--- src/rtl/mult_execution_unit.sv ---
// -----------------------------------------------------------------------------
// mult_execution_unit
//
// Pipelined RV32M multiply execution unit for the out-of-order core. Accepts
// one ready multiply per cycle from its reservation station, carries the ROB
// tag alongside the operation, and presents the result to the CDB arbiter
// under a valid/ready handshake. The whole pipeline advances together
// whenever the output is empty or being taken, and holds otherwise.
//
// Each stage adds the partial product of one XLEN/STAGES-bit chunk of the
// (extended) opb. The last chunk is signed, so the accumulated sum is the
// exact signed (XLEN+1)x(XLEN+1)-bit product of the extended operands.
//
// Optional feature macro: MULT_SQUASH_EN
//   defined   : squash forces out_valid low, blocks the same-cycle accept and
//               clears every valid bit at the next edge.
//   undefined : squash is ignored; the ROB discards wrong-path results.
//
// Parameters:
//   XLEN   operand/result width (divisible by STAGES)
//   STAGES pipeline depth, 1..8
//   TAG_W  ROB tag width
//
// Ports:
//   clock        rising-edge clock
//   reset        synchronous, active-low reset
//   in_valid     RS presents a ready multiply
//   in_ready     unit accepts this cycle (depends on output state only)
//   opa, opb     rs1 / rs2 values
//   func         00 MUL, 01 MULH, 10 MULHSU, 11 MULHU
//   in_rob_tag   destination ROB tag
//   squash       mispredict flush
//   out_valid    result available for the CDB
//   out_ready    CDB grant
//   out_value    result
//   out_rob_tag  tag of the result
// -----------------------------------------------------------------------------
module mult_execution_unit #(
    parameter int XLEN   = 32,
    parameter int STAGES = 4,
    parameter int TAG_W  = 5
) (
    input  logic             clock,
    input  logic             reset,
    input  logic             in_valid,
    output logic             in_ready,
    input  logic [XLEN-1:0]  opa,
    input  logic [XLEN-1:0]  opb,
    input  logic [1:0]       func,
    input  logic [TAG_W-1:0] in_rob_tag,
    input  logic             squash,
    output logic             out_valid,
    input  logic             out_ready,
    output logic [XLEN-1:0]  out_value,
    output logic [TAG_W-1:0] out_rob_tag
);

    localparam int CW = XLEN / STAGES;   // opb chunk width per stage
    localparam int PW = 2 * XLEN + 2;    // partial-sum width

    typedef enum logic [1:0] {
        FUNC_MUL    = 2'b00,
        FUNC_MULH   = 2'b01,
        FUNC_MULHSU = 2'b10,
        FUNC_MULHU  = 2'b11
    } func_e;

    // Signed (XLEN+1)x(CW+1) product, sign-extended to the partial-sum width.
    function automatic logic [PW-1:0] partial_product(input logic [XLEN:0] a,
                                                      input logic [CW:0]   c);
        logic [PW-1:0] a_x;
        logic [PW-1:0] c_x;
        a_x = {{(PW-XLEN-1){a[XLEN]}}, a};
        c_x = {{(PW-CW-1){c[CW]}}, c};
        return a_x * c_x;
    endfunction

    // Low chunk of the remaining opb; only the top chunk carries the sign bit.
    function automatic logic [CW:0] opb_chunk(input logic [XLEN:0] x,
                                              input logic          last);
        return {last & x[CW], x[CW-1:0]};
    endfunction

    // Arithmetic shift that drops the consumed chunk.
    function automatic logic [XLEN:0] opb_rest(input logic [XLEN:0] x);
        return {{CW{x[XLEN]}}, x[XLEN:CW]};
    endfunction

    logic [STAGES-1:0]             valid_q, valid_d;
    logic [STAGES-1:0][TAG_W-1:0]  tag_q,   tag_d;
    logic [STAGES-1:0][1:0]        func_q,  func_d;
    logic [STAGES-1:0][XLEN:0]     a_q,     a_d;
    logic [STAGES-1:0][XLEN:0]     b_q,     b_d;
    logic [STAGES-1:0][PW-1:0]     sum_q,   sum_d;

    logic            squash_s;
    logic            advance_s;
    logic            accept_s;
    logic [XLEN:0]   a_ext_s;
    logic [XLEN:0]   b_ext_s;
    logic [PW-1:0]   product_s;
    logic            unused_s;

`ifdef MULT_SQUASH_EN
    assign squash_s = squash;
`else
    logic unused_squash_s;
    assign unused_squash_s = squash;
    assign squash_s        = 1'b0;
`endif

    // The last stage's operand copies are never consumed, nor are the
    // product bits above 2*XLEN.
    assign unused_s = ^{a_q[STAGES-1], b_q[STAGES-1], product_s[PW-1:2*XLEN]};

    assign product_s   = sum_q[STAGES-1];
    assign out_valid   = valid_q[STAGES-1] & ~squash_s;
    assign advance_s   = ~out_valid | out_ready;
    assign in_ready    = advance_s;
    assign accept_s    = in_valid & advance_s & ~squash_s;
    assign out_rob_tag = tag_q[STAGES-1];

    // Operand extension and result selection.
    always_comb begin
        a_ext_s   = {opa[XLEN-1] & ((func == FUNC_MULH) || (func == FUNC_MULHSU)), opa};
        b_ext_s   = {opb[XLEN-1] & (func == FUNC_MULH), opb};
        out_value = product_s[2*XLEN-1:XLEN];
        if (func_q[STAGES-1] == FUNC_MUL) begin
            out_value = product_s[XLEN-1:0];
        end else begin
            out_value = product_s[2*XLEN-1:XLEN];
        end
    end

    // Next-state for every stage: shift together on advance, hold otherwise.
    always_comb begin
        valid_d = valid_q;
        tag_d   = tag_q;
        func_d  = func_q;
        a_d     = a_q;
        b_d     = b_q;
        sum_d   = sum_q;
        if (advance_s) begin
            // Bubble enters stage 0 when nothing is accepted.
            valid_d[0] = accept_s;
            tag_d[0]   = in_rob_tag;
            func_d[0]  = func;
            a_d[0]     = a_ext_s;
            b_d[0]     = opb_rest(b_ext_s);
            sum_d[0]   = partial_product(a_ext_s,
                                         opb_chunk(b_ext_s, (STAGES == 1) ? 1'b1 : 1'b0));
            for (int k = 1; k < STAGES; k++) begin
                valid_d[k] = valid_q[k-1];
                tag_d[k]   = tag_q[k-1];
                func_d[k]  = func_q[k-1];
                a_d[k]     = a_q[k-1];
                b_d[k]     = opb_rest(b_q[k-1]);
                sum_d[k]   = sum_q[k-1]
                           + (partial_product(a_q[k-1],
                                              opb_chunk(b_q[k-1], (k == STAGES - 1) ? 1'b1 : 1'b0))
                              << (k * CW));
            end
        end else begin
            valid_d = valid_q;
        end
        if (squash_s) begin
            valid_d = '0;
        end else begin
            valid_d = valid_d;
        end
    end

    // Valid bits: the only state that needs reset.
    always_ff @(posedge clock) begin
        if (!reset) begin
            valid_q <= '0;
        end else begin
            valid_q <= valid_d;
        end
    end

    // Data path registers; contents are don't-care while the valid bit is low.
    always_ff @(posedge clock) begin
        tag_q  <= tag_d;
        func_q <= func_d;
        a_q    <= a_d;
        b_q    <= b_d;
        sum_q  <= sum_d;
    end

endmodule

--- config.mk ---
export PLATFORM = sky130hd
export DESIGN_NAME = mult_execution_unit
export DESIGN_NICKNAME = d
export VERILOG_FILES = /design/src/rtl/mult_execution_unit.sv
export SDC_FILE = /design/constraint.sdc
export NUM_CORES = 2
export LEC_CHECK = 0
export BUFFER_PORTS_ARGS = -buffer_cell sky130_fd_sc_hd__buf_2
export CORE_AREA = 2 2 393 356
export CTS_BUF_LIST = sky130_fd_sc_hd__clkbuf_4
export DETAILED_ROUTE_END_ITERATION = 10
export DIE_AREA = 0 0 395 358
export GPL_TIMING_DRIVEN = 0
export PLACE_DENSITY_LB_ADDON = 0.1
export SLEW_MARGIN = 20
export SYNTH_ARGS = -nofsm -noshare
export SYNTH_HDL_FRONTEND = slang
export SYNTH_SLANG_ARGS = --single-unit
export TNS_END_PERCENT = 10
--- constraint.sdc ---
create_clock -name clock -period 30.2 [get_ports clock]
set_input_delay 6.04 -clock clock [delete_from_list [all_inputs] [get_ports clock]]
set_output_delay 6.04 -clock clock [all_outputs]
set_load 0.05 [all_outputs]
## Yosys cells after proc, flatten, opt, wreduce, memory -nomap -nowiden

Index checks and enable logic that the tools add are counted.

- Bits of input ports: 76
- Bits in registers: 416
- Memories: 0
- Output and inout port bits: 39
- Bits in read-only memories: 0
- Logic and storage cells: 36
- RAM bits: 0
- Latch bits: 0

- Bitwise gates (word level): 5
- Multipliers: 4
- Reductions and logical operators: 2
- Div/mod/pow operators: 0
- Shift-type cells: 0
- Add/subtract/negate cells: 3
- Magnitude comparators: 0
- Equality and inequality tests: 2
- Muxes and demuxes: 1

Operator list:

| cell | count |
|---|---|
| $add 64x64->64 | 2 |
| $mul 33x9->42 | 3 |
| $add 42x50->51 | 1 |
| $mul 33x9->40 | 1 |
| $mux 32 | 1 |
| $and 1x1->1 | 3 |
| $eq 2x1->1 const B | 1 |
| $eq 2x2->1 const B | 1 |
| $logic_not 2->1 | 1 |
| $logic_or 1x1->1 | 1 |
| $not 1->1 | 1 |
| $or 1x1->1 | 1 |

## Logic depth before layout (Yosys ltp)

- Depth after elaboration: 4
- Mapped depth: 33
- Gate-level depth less buffers: 32

## Least setup slack after synthesis

OpenSTA, ideal clock, no wires.

- Path type: input to output
- Start point: in out_ready
- End point: out in_ready
- Path buffers: 1
- Arrival: 14192 ps
- Required time: 24160 ps
- Stages: 3
- Slack: 9968 ps
- Cell sequence: nor2b_1 clkbuf_1 inv_1

- Longest elaborated chain between the ends: 1

RTL lines:

| what | RTL line | source |
|---|---|---|
| start: declaration | 53 | `input logic out_ready,` |
| $or 1x1->1 | 118 | `assign advance_s = ~out_valid \| out_ready;` |
| end: declaration | 46 | `output logic in_ready,` |

Every way passes these cells.

## Worst setup path in the final report

Ends and elaborated chain as after synthesis.

==> metrics.md <==
| Metric | Value |
|---|---|
| Run status | `finished clean` |
| CP required | `24,160 ps` |
| CP Capture Type | `output pin` |
| Grt met1 use | `0.2970` |
| Final period utilization | `0.4364` |
| Total core area | `between 0.1 and 0.15 mm^2` |
| Worst hold start | `sum_q[152]` |
| Layout Cells excl Fill | `7,573` |
| Unrepaired setup endpoints after global routing | `false` |
| Most Crowded Layer GR | `met2` |
| Hold Crit Endpoint | `product_s[20]` |
| DRT Pass-1 Iters | `5` |
| Worst Path Buf+Inv | `4` |
| Final setup skew | `107.7 ps` |
| Netlist cell types | `88` |
| Fmax | `around 76 MHz` |
| Top cell type's share of synthesized area | `0.3101` |
| Initial Utilization | `0.3985` |
| Synth area leader | `fa_1` |
| Mapped cell area | `0.05461 mm^2` |
| Post-Syn Nets | `between 6,000 and 7,000` |
| Vias in the first global route | `39,810` |
| Max Transition Viols Final | `0` |
| Met3 track demand over resource | `0.02935` |
| Pre-CTS setup slack | `17,020 ps` |
| Final worst setup slack | `roughly 17,000 ps` |
| Critical path class | `in -> out` |
| Reg2reg start | `b_q[4]` |
| Count leader, synth | `inv_1` |
| Setup violators final | `0` |
| H-tree depth | `3` |
| Crit-path slowest cell | `clkbuf_1` |
| Area grow syn2layout | `8.161%` |
| DRC viols | `0` |
| CP arrival | `7140 ps` |
| Register area share after synthesis | `0.2209` |
| Ports | `115` |
| Mean Syn Cell Area | `a little over 10 um^2` |
| Critical Path, Cell by Cell | `buf_2 > nor2b_1 > clkbuf_1 > inv_8 > buf_2` |
| Post-CTS Repair Setup Buffers | `0` |
| Final HPWL DP | `123,300 um` |
| Skew-Pair Late Insertion Delay | `1060 ps` |
| Post-synth top cells | `inv_1, fa_1, and2_1` |
| Rows | `129` |
| CTS tree | `built` |
| Post_cts resized | `0` |
| Worst slew margin | `0.2828` |
| Root Buffer | `clkbuf_4` |
| DRT Wirelength | `146,800 um` |
| #FFs+latches synth | `403` |
| GRT overflow | `0` |
| Tmin final | `13,180 ps` |
| DRT iter0 DRCs | `2,092` |
| R2r setup slk | `20,780 ps` |
| First-pass GRT wire length | `about 230,000 um` |
| Yosys warns | `0` |
| Max Cap Viol | `0` |
| CP max FO | `35` |
| Total Die Area | `between 0.1 and 0.15 mm^2` |
| Vias | `about 37,000` |
| Worst path top cell family by delay | `buffers and inverters` |
| Reg clk slew, reported paths | `around 60 ps` |
| Synth top area cells | `fa_1, edfxtp_1, ha_1` |
| Mapped Cells | `about 5,400` |
| Worst Tran Pin Value | `~1100 ps` |
| Largest net degree at the start of global routing | `100` |
| IO buf count | `113` |
| Nets | `7,030` |
| Placed insts | `7,365` |
| Clock Path Buffers | `3` |
| Post-synth EDFFs | `~400` |
| FFs w/ async S/R, synth | `0` |
| All-layer global routing usage | `0.2147` |
| Reg2Reg Depth | `30` |
| Cts bufs inserted | `roughly 110` |
| Fraction of layout instances using a drive strength above 1 | `0.06612` |
| Die height | `358 um` |
| Critical path's largest stage delay | `370 ps` |
| Setup tns final | `0 ps` |
| Final Util | `0.4310` |
| CP dominant cell by count | `buf_2` |
| DR vias/cell | `between 4 and 5` |
| Most used DFF post-synth | `edfxtp_1` |
| CTS Hold Buffers Added | `0` |
| Final ANT Viol Nets | `0` |
| Worst setup SP type | `primary input` |
| Routability cong. | `~0.9` |
| Die W | `395 um` |
| Min-Delay Path Class | `reg -> reg` |
| Initial antenna violation count | `17` |
| WHS Path Cells | `0` |
| Fin. Hold Viols | `0` |
| Critical R2R Capture | `sum_q[114]` |
| Met2 usage | `0.3517` |
| Number of clock sinks | `403` |
| Drt wl/cell | `19.39 um` |
[flip-flops by register name (all words and copies together) (netlist names)]
register and cells:
sum_q 157, a_q 99, product_s 64, b_q 51, tag_q 15, func_q 8
out_rob_tag 5, valid_q 4
[stage by stage]
step	cell area, um^2	hold WS [ps]
after global placement	57470	400.2
after detailed placement	57590	404.5
after CTS	59050	385.5
after global routing	59060	414.5
final	59060	404.1
after floorplan	54610	400.3
[per-layer routing]
layer	part of all wire	wire length (um)	up-vias
li1	-	-	17900
met1	0.47	69180	18820
met4	0.029	4238	4
met5	0.00018	27	-
met3	0.036	5283	175
met2	0.46	68120	581
[worst register-to-register path: cells and delay by family (launching register included)]
family          cells  cell delay (ps)
simple gates        3              390
flops               1              700
fa+ha+maj           6             2750
buf+inv             4              850
xor+xnor            1              150
compound gates     16             4310
[worst max-delay path by stage]
stage	start	to	slack, ps	depth (start not counted)
after floorplan	out_ready	in_ready	9970	3
after global placement	out_ready	in_ready	4850	5
after detailed placement	out_ready	in_ready	17020	5
after CTS	out_ready	in_ready	17020	5
after global routing	out_ready	in_ready	16940	5
final	out_ready	in_ready	17020	5
[layout by cell type, fill, tap and decap left out, drive strengths merged, types with 7 or more instances in the layout]
master	count
nand2	540
a2111oi	11
o21bai	40
mux2	32
inv	976
clkinv	34
xor2	69
or2	10
a21o	124
xnor2	172
ha	462
a211oi	21
fa	846
or3	14
o31ai	7
and2	645
o31a	7
buf	123
a31oi	26
nand4	21
edfxtp	399
o21ai	114
nand2b	33
o211ai	17
a21boi	16
nor2b	64
a21oi	215
nand3	48
nor3	40
clkbuf	283
diode	7
nor2	132
a221oi	10
and3	29
o21a	42
a211o	9
a31o	11
[cell families after synthesis]
kind of cell | share of synthesized area
AOI/OAI and AO/OA | 0.08954
xor gates and xnor gates | 0.03907
adders and majority gates | 0.4160
buffers and inverters | 0.07593
DFF | 0.2209
muxes | 0.007699
and+or+nand+nor | 0.1509
[layout make-up]
cell class	instances	area, um^2
Antenna cell	7	17.52
Buffer	127	498.0
Clock buffer	162	1216
Clock inverter	39	241.5
Fill cell	13410	77970
Inverter	972	3656
Multi-Input combinational cell	3912	38400
Sequential cell	403	12060
Tap cell	1834	2295
Timing Repair Buffer	117	675.6
Power is not shown: default switching activity piles up to over one toggle a cycle in this logic, so the estimate is an artifact.
